### src/rtl/pwm_ramp.sv
// PWM duty-cycle ramp generator: steps a compare value once every period_div timer periods.
// Triangle ramp by default; define PWM_RAMP_SAWTOOTH_EN for an up-only sawtooth ramp.
module pwm_ramp #(
  parameter int WIDTH = 16
) (
  input  logic             clk,
  input  logic             rst,
  input  logic             en,
  input  logic             top_match,
  input  logic [WIDTH-1:0] top_cnt,
  input  logic [WIDTH-1:0] step,
  input  logic [WIDTH-1:0] period_div,
  output logic [WIDTH-1:0] cmp_cnt,
  output logic             relatch,
  output logic             dir
);

  typedef enum logic [1:0] {
    IDLE  = 2'd0,
    WAIT  = 2'd1,
    LATCH = 2'd2
  } state_e;

  localparam logic [WIDTH-1:0] ONE = {{(WIDTH-1){1'b0}}, 1'b1};

  state_e           state_q, state_d;
  logic [WIDTH-1:0] div_q, div_d;
  logic [WIDTH-1:0] cmp_q, cmp_d;
  logic             dir_q, dir_d;

  logic [WIDTH-1:0] div_last;
  logic [WIDTH:0]   up_sum;
  logic [WIDTH-1:0] upd_cmp;
  logic             upd_dir;

  // A period_div of 0 behaves like 1, so the terminal divider value is 0 in both cases.
  assign div_last = (period_div == '0) ? '0 : (period_div - ONE);
  assign up_sum   = {1'b0, cmp_q} + {1'b0, step};

  // Value the compare register takes if an update happens this cycle.
  always_comb begin
    // NOTE: every comb output gets a default first so no path leaves it unassigned (no latches).
    upd_cmp = cmp_q;
    upd_dir = dir_q;
`ifdef PWM_RAMP_SAWTOOTH_EN
    upd_dir = 1'b0;
    if (cmp_q > top_cnt) begin
      upd_cmp = top_cnt;
    end else if (step != '0) begin
      if (cmp_q == top_cnt) begin
        upd_cmp = '0;
      end else if (up_sum >= {1'b0, top_cnt}) begin
        upd_cmp = top_cnt;
      end else begin
        upd_cmp = up_sum[WIDTH-1:0];
      end
    end
`else
    if (cmp_q > top_cnt) begin
      upd_cmp = top_cnt;
      upd_dir = 1'b1;
    end else if (step != '0) begin
      if (!dir_q) begin
        if (up_sum >= {1'b0, top_cnt}) begin
          upd_cmp = top_cnt;
          upd_dir = 1'b1;
        end else begin
          upd_cmp = up_sum[WIDTH-1:0];
        end
      end else begin
        if (step >= cmp_q) begin
          upd_cmp = '0;
          upd_dir = 1'b0;
        end else begin
          upd_cmp = cmp_q - step;
        end
      end
    end
`endif
  end

  always_comb begin
    state_d = state_q;
    div_d   = div_q;
    cmp_d   = cmp_q;
    dir_d   = dir_q;
    unique case (state_q)
      IDLE: begin
        if (en) begin
          state_d = WAIT;
          div_d   = '0;
        end
      end
      WAIT: begin
        if (!en) begin
          state_d = IDLE;
          div_d   = '0;
        end else if (div_q > div_last) begin
          // Interval already completed (match counted during LATCH or period_div lowered).
          state_d = LATCH;
          cmp_d   = upd_cmp;
          dir_d   = upd_dir;
          div_d   = top_match ? ONE : '0;
        end else if (top_match) begin
          if (div_q == div_last) begin
            state_d = LATCH;
            cmp_d   = upd_cmp;
            dir_d   = upd_dir;
            div_d   = '0;
          end else begin
            div_d = div_q + ONE;
          end
        end
      end
      LATCH: begin
        if (!en) begin
          state_d = IDLE;
          div_d   = '0;
        end else begin
          state_d = WAIT;
          div_d   = top_match ? ONE : '0;
        end
      end
      default: begin
        state_d = IDLE;
        div_d   = '0;
      end
    endcase
  end

  always_ff @(posedge clk) begin
    // NOTE: sequential state uses non-blocking assignments so all registers update together.
    if (rst) begin
      state_q <= IDLE;
      div_q   <= '0;
      cmp_q   <= '0;
      dir_q   <= 1'b0;
    end else begin
      state_q <= state_d;
      div_q   <= div_d;
      cmp_q   <= cmp_d;
      dir_q   <= dir_d;
    end
  end

  assign cmp_cnt = cmp_q;
  assign dir     = dir_q;
  assign relatch = (state_q == LATCH);

endmodule

### config.mk
export PLATFORM = sky130hd
export DESIGN_NAME = pwm_ramp
export DESIGN_NICKNAME = d
export VERILOG_FILES = /design/src/rtl/pwm_ramp.sv
export SDC_FILE = /design/constraint.sdc
export NUM_CORES = 1
export LEC_CHECK = 0
export CELL_PAD_IN_SITES_DETAIL_PLACEMENT = 0
export CELL_PAD_IN_SITES_GLOBAL_PLACEMENT = 1
export CORE_MARGIN = 2
export CORE_UTILIZATION = 42
export DETAILED_ROUTE_END_ITERATION = 10
export HOLD_SLACK_MARGIN = 0.08
export PLACE_DENSITY = 0.83
export SYNTH_ARGS = -nofsm -noshare
export SYNTH_HDL_FRONTEND = slang
export SYNTH_SLANG_ARGS = --single-unit
### constraint.sdc
create_clock -name clk -period 5.8 [get_ports clk]
set_clock_uncertainty 0.1 [all_clocks]
set_input_delay 1.16 -clock clk [delete_from_list [all_inputs] [get_ports clk]]
set_output_delay 1.16 -clock clk [all_outputs]
set_load 0.02 [all_outputs]
* Word level (Yosys, flattened, before mapping)
Cells that the tools add are included.
** Operators by class
- $add $sub $neg :: 4
- Order comparisons :: 4
- Equality and inequality tests :: 6
- Multiplexer cells :: 32
- Reductions and logical operators :: 8
** Operators with widths (count)
- 2-to-1 mux 16 bit :: 14
- one-hot mux 16 bit (3 select lines) :: 1
- > comparator 16 bit :: 2
- adder 16 x 16 -> 17 bit :: 1
- >= comparator 17 x 16 -> 1 bit :: 1
- adder 16 x 1 -> 16 bit (second input constant) :: 1
- == test 16 bit :: 1
- >= comparator 16 bit :: 1
- logical NOT 16 bit :: 1
- nonzero test 16 bit :: 1
- subtractor 16 x 1 -> 16 bit (second input constant) :: 1
- subtractor 16 bit :: 1
- 2-to-1 mux 1 bit :: 11
- 2-to-1 mux 2 bit :: 5
- != test 4 bit (second input constant) :: 2
- one-hot mux 2 bit (3 select lines) :: 1
- AND reduction 4 bit :: 1
- nonzero test 2 bit :: 2
- AND reduction 3 bit :: 1
- == test 2 x 1 -> 1 bit (second input constant) :: 1
- == test 2 bit (second input constant) :: 1
- logical NOT 2 bit :: 1
- != test 2 bit (second input constant) :: 1
- AND reduction 2 bit :: 1
** Word-level totals
- Register bits :: 35
- Output and inout bits :: 18
- Logic and storage cells :: 58

* Logic depth before layout (Yosys ltp)
- Word-level depth :: 9
- Gate-level depth with buffers :: 18
- Mapped depth without buffers :: 17

* Worst setup path after synthesis
OpenSTA, ideal clock, no wires.
- Kind :: input-to-reg
- From :: input port step[9]
- To :: register cmp_q[12], in the netlist cmp_cnt[12]
- Setup time :: 0.132 ns
- Arrival :: 4.674 ns
- Data required time :: 5.568 ns
- Slack :: 0.894 ns
- Stages on the path :: 17
- Cells stage by stage :: inv_1 > ha_1 > buf_2 > or2_2 > a211oi_1 > o21ai_0 > o31ai_1 > xnor2_1 > ha_1 > a211oi_1 > o211ai_1 > o21ai_0 > and3_2 > o21ai_4 > buf_4 > a221oi_1 > nor3_1
** Between the ends
- Cells in the longest elaborated chain, start to end :: 9
** RTL lines
- from (decl) :: RTL line 11 : input logic [WIDTH-1:0] step,
- adder 16 x 16 -> 17 bit :: RTL line 38 : assign up_sum = {1'b0, cmp_q} + {1'b0, step};
- >= comparator 17 x 16 -> 1 bit :: RTL line 64 : if (up_sum >= {1'b0, top_cnt}) begin
- 2-to-1 mux 16 bit :: RTL line 64
- 2-to-1 mux 16 bit :: RTL line 63 : if (!dir_q) begin
- 2-to-1 mux 16 bit (*) :: RTL line 62 : end else if (step != '0) begin
- 2-to-1 mux 16 bit (*) :: RTL line 59 : if (cmp_q > top_cnt) begin
- 2-to-1 mux 16 bit :: RTL line 105 : if (div_q == div_last) begin
- 2-to-1 mux 16 bit :: RTL line 104 : end else if (top_match) begin
- 2-to-1 mux 16 bit (*) :: RTL line 98 : end else if (div_q > div_last) begin
- to (signal assigned) :: RTL line 141 : cmp_q <= cmp_d;
- to (decl) :: RTL line 28 : logic [WIDTH-1:0] cmp_q, cmp_d;
Mark *: on every way between the ends. The rest lies on a longest branch, timed or not. The select of a mux whose other input is x is not followed.
A chain may end at the register's enable or synchronous reset.

* Worst setup path after layout
- From :: input port step[0]
- To :: register cmp_q[11], in the netlist cmp_cnt[11]
Same word-level chain as after synthesis.

==> results.toml <==
[outcome]
outcome = "finished, final reports clean"

[die]
die-area_um2 = 13000
num_rows = 40
die_h_um = 114
die_w_um = 114
pin_count = 70
start_util_pct = 42.7
core_um2 = 11900

[hold_path]
worstHoldPathType = "flop to flop"
whs_path_depth = 2
min_to = "div_q[15]"
hp-start = "div_q[15]"

[clocking]
cts.sink_count = 35
clk_path_buf_depth = 2
cts_made_buffers = 5
cts_htree_levels = 2
clk_pin_slew_worst_paths_ns = 0.06
ctsRootBufferMaster = "clkbuf_16"
cts_tree = "built"
clk_latency_ns = 0.28

[setup_path]
regToRegStartpoint = "cmp_cnt[1]"
critPathMaxFanout = 7
ff2ff_path_depth = 16
crit_path_end_kind = "flop"
path_cells = "clkdlybuf4s50_1 -> ha_1 -> fa_1 -> nor2b_1 -> o211ai_1 -> a211oi_2 -> o21ai_1 -> buf_4 -> xnor2_1 -> ha_1 -> nand4_1 -> o41ai_2 -> nor3_1 -> and4_1 -> buf_4 -> a32o_1 -> o21ai_0 -> a311oi_1"
path_class = "input pin to flop"
cp.arrival_ns = 5.66
r2r_slack_ns = 1.16
r2r_end = "cmp_cnt[11]"
slowest_delay_ns = 0.53
cp.required_ns = 5.85
slowest_stage = "clkdlybuf4s50_1"
cp-start-kind = "input pin"

[logic_synthesis]
syn_area_per_cell_um2 = 7.46
yosys.area.top_type_share_pct = 21.2
synth_edf_count = 0
ys_types = 69
syn_inst = 682
ys.flop_type = "dfxtp_1"
yosys_warnings = 0
ys_seq_area_share_pct = 13.8
synth_nets = 822
synth_area_um2 = 5080
ys_top_cells_by_area = "ha_1, dfxtp_1, a21oi_1, inv_1, o21ai_0"
synth-seq-cells = 35
yosysTopAreaCell = "ha_1"
synth-async-reset-ratio_pct = 0

[final_layout]
drive_gt1_share_pct = 10.3
final_common_cell = "ha_1"
final_util_pct = 53.4
diodes = 0
synthToLayoutAreaGrowth_pct = 25.1
final_cell_mix = "ha_1, clkdlybuf4s50_1, inv_1"
num-nets-final = 915
fin_area_um2 = 6360

[routing]
vias = 5507
avgViaCountPerCell = 5.97
first_pass_iters = 5
drcViolationCount = 0
wl_mm = 17.1
ant_nets = 0
wl_per_cell_um = 18.5
drtIter0Drc = 423

[global_route]
grt_first_pass_wirelength_mm = 26.9
antenna_found_initial = 0
grt_max_degree = 23
grt_pass1_vias = 5297
grt_use_total_pct = 25.9
grt_overflow = 0

[sta]
tns_ns = 0
rsz0062_at_grt = "false"
setup_ws_ns = 0.191
fmax_mhz = 178
slew-limit-headroom_pct = 55.4
slew_viol_final = 0
min_period_ns = 5.61
setup_viol = 0
tightest_slew_ns = 0.662
hold_viol = 0
fin_crit_sh_pct = 96.7

[placement]
portBuffers = 69
place_area_um2 = 6150
pre_cts_ws_ns = -0.0423
globalplace.congestion = 0.945
dp_hpwl_mm = 14.1

[pwr]
total_power_mw = 0.818
powerDensity_nw_per_um2 = 129
p_leak_nw = 2.77
irDropWorstVdd_v = 0.000129

[job]
drv_cap = 0
==> logic make-up (layout without fill, tap and decap cells) <==
kind of cell             count (synthesis)  after routing  synth area share (%)
flip-flops                              35             35                  13.8
adder cells (fa/ha/maj)                 88             88                  21.9
XOR/XNOR                                31             31                  5.34
AO/OA/AOI/OAI                          195            195                  26.4
AND/OR/NAND/NOR                        239            239                  24.1
buffers and inverters                   88            182                  7.23
multiplexers                             6              6                  1.21
==> worst max path at each step <==
stage,startpoint,end,slack (ns)
after floorplan,step[9],cmp_cnt[12],0.89
after global placement,step[2],cmp_cnt[11],0.08
after detailed placement,step[2],cmp_cnt[4],-0.04
after CTS,step[2],cmp_cnt[4],0.22
after global routing,step[0],cmp_cnt[11],0.005
final,step[0],cmp_cnt[11],0.19
==> report_power, final <==
part / leakage, nW / switching, mW / internal, mW
Sequential: 0.282 / 0.00219 / 0.242
Combinational: 2.40 / 0.133 / 0.116
Clock: 0.0868 / 0.110 / 0.214
==> metal layers <==
metal  wire length, µm  track usage, %  up-vias
li1                  -               -     2695
met3               916            2.66       28
met1              8040            36.1     2600
met5                 0               0        -
met4               332            5.85        0
met2              7810            43.1      184
==> synth_stat cells, types with 5 or more instances <==
library cell,instances
xnor2_1,18
nor4_1,11
o31a_1,5
nand4_1,19
o21ai_0,42
a221oi_1,11
ha_1,86
xor2_1,13
nand3_1,13
a21o_1,7
nand2b_1,7
a21oi_2,6
mux2i_1,5
o21a_1,5
clkbuf_1,12
dfxtp_1,35
o211ai_1,6
inv_1,61
buf_2,9
a211oi_1,11
a211o_1,7
and2_1,6
a32o_1,5
and3_1,6
nor2_1,54
a21oi_1,50
a311oi_1,5
nor2b_1,14
nand2_1,53
or3_1,19
nor3_1,17
==> what timing repair did <==
item,in CTS,in global routing
endpoints found under the setup margin,0,15
endpoints found under the hold margin,0,0
setup buffers,0,1
hold buffers,0,0
resized for setup,0,6
==> stage by stage <==
stage                     hold WS, ns  instances
final                           0.413        923
after global routing            0.445        923
after CTS                       0.413        922
after detailed placement        0.401        914
after global placement          0.391        914
after floorplan                 0.365        682
==> critical path: cells and delay by family <==
family          cells  cell delay, ns
compound gates      7            1.73
fa+ha+maj           3            1.01
buf+inv             3            0.84
simple gates        4            0.81
xor+xnor            1            0.10
==> area by class of cell <==
class	count	area (µm²)
clock buffer	6	139
clock inverter	2	35.0
fill	1186	5550
inverter	62	233
multi-input combinational	559	4050
sequential	35	701
tap	147	184
timing repair buffer	112	1030
==> registers in the layout (all words and copies together) (netlist names) <==
signal / flops
state_q: 2
cmp_cnt: 16
div_q: 16
dir: 1
Note: power is estimated with default switching activity, not from simulation.
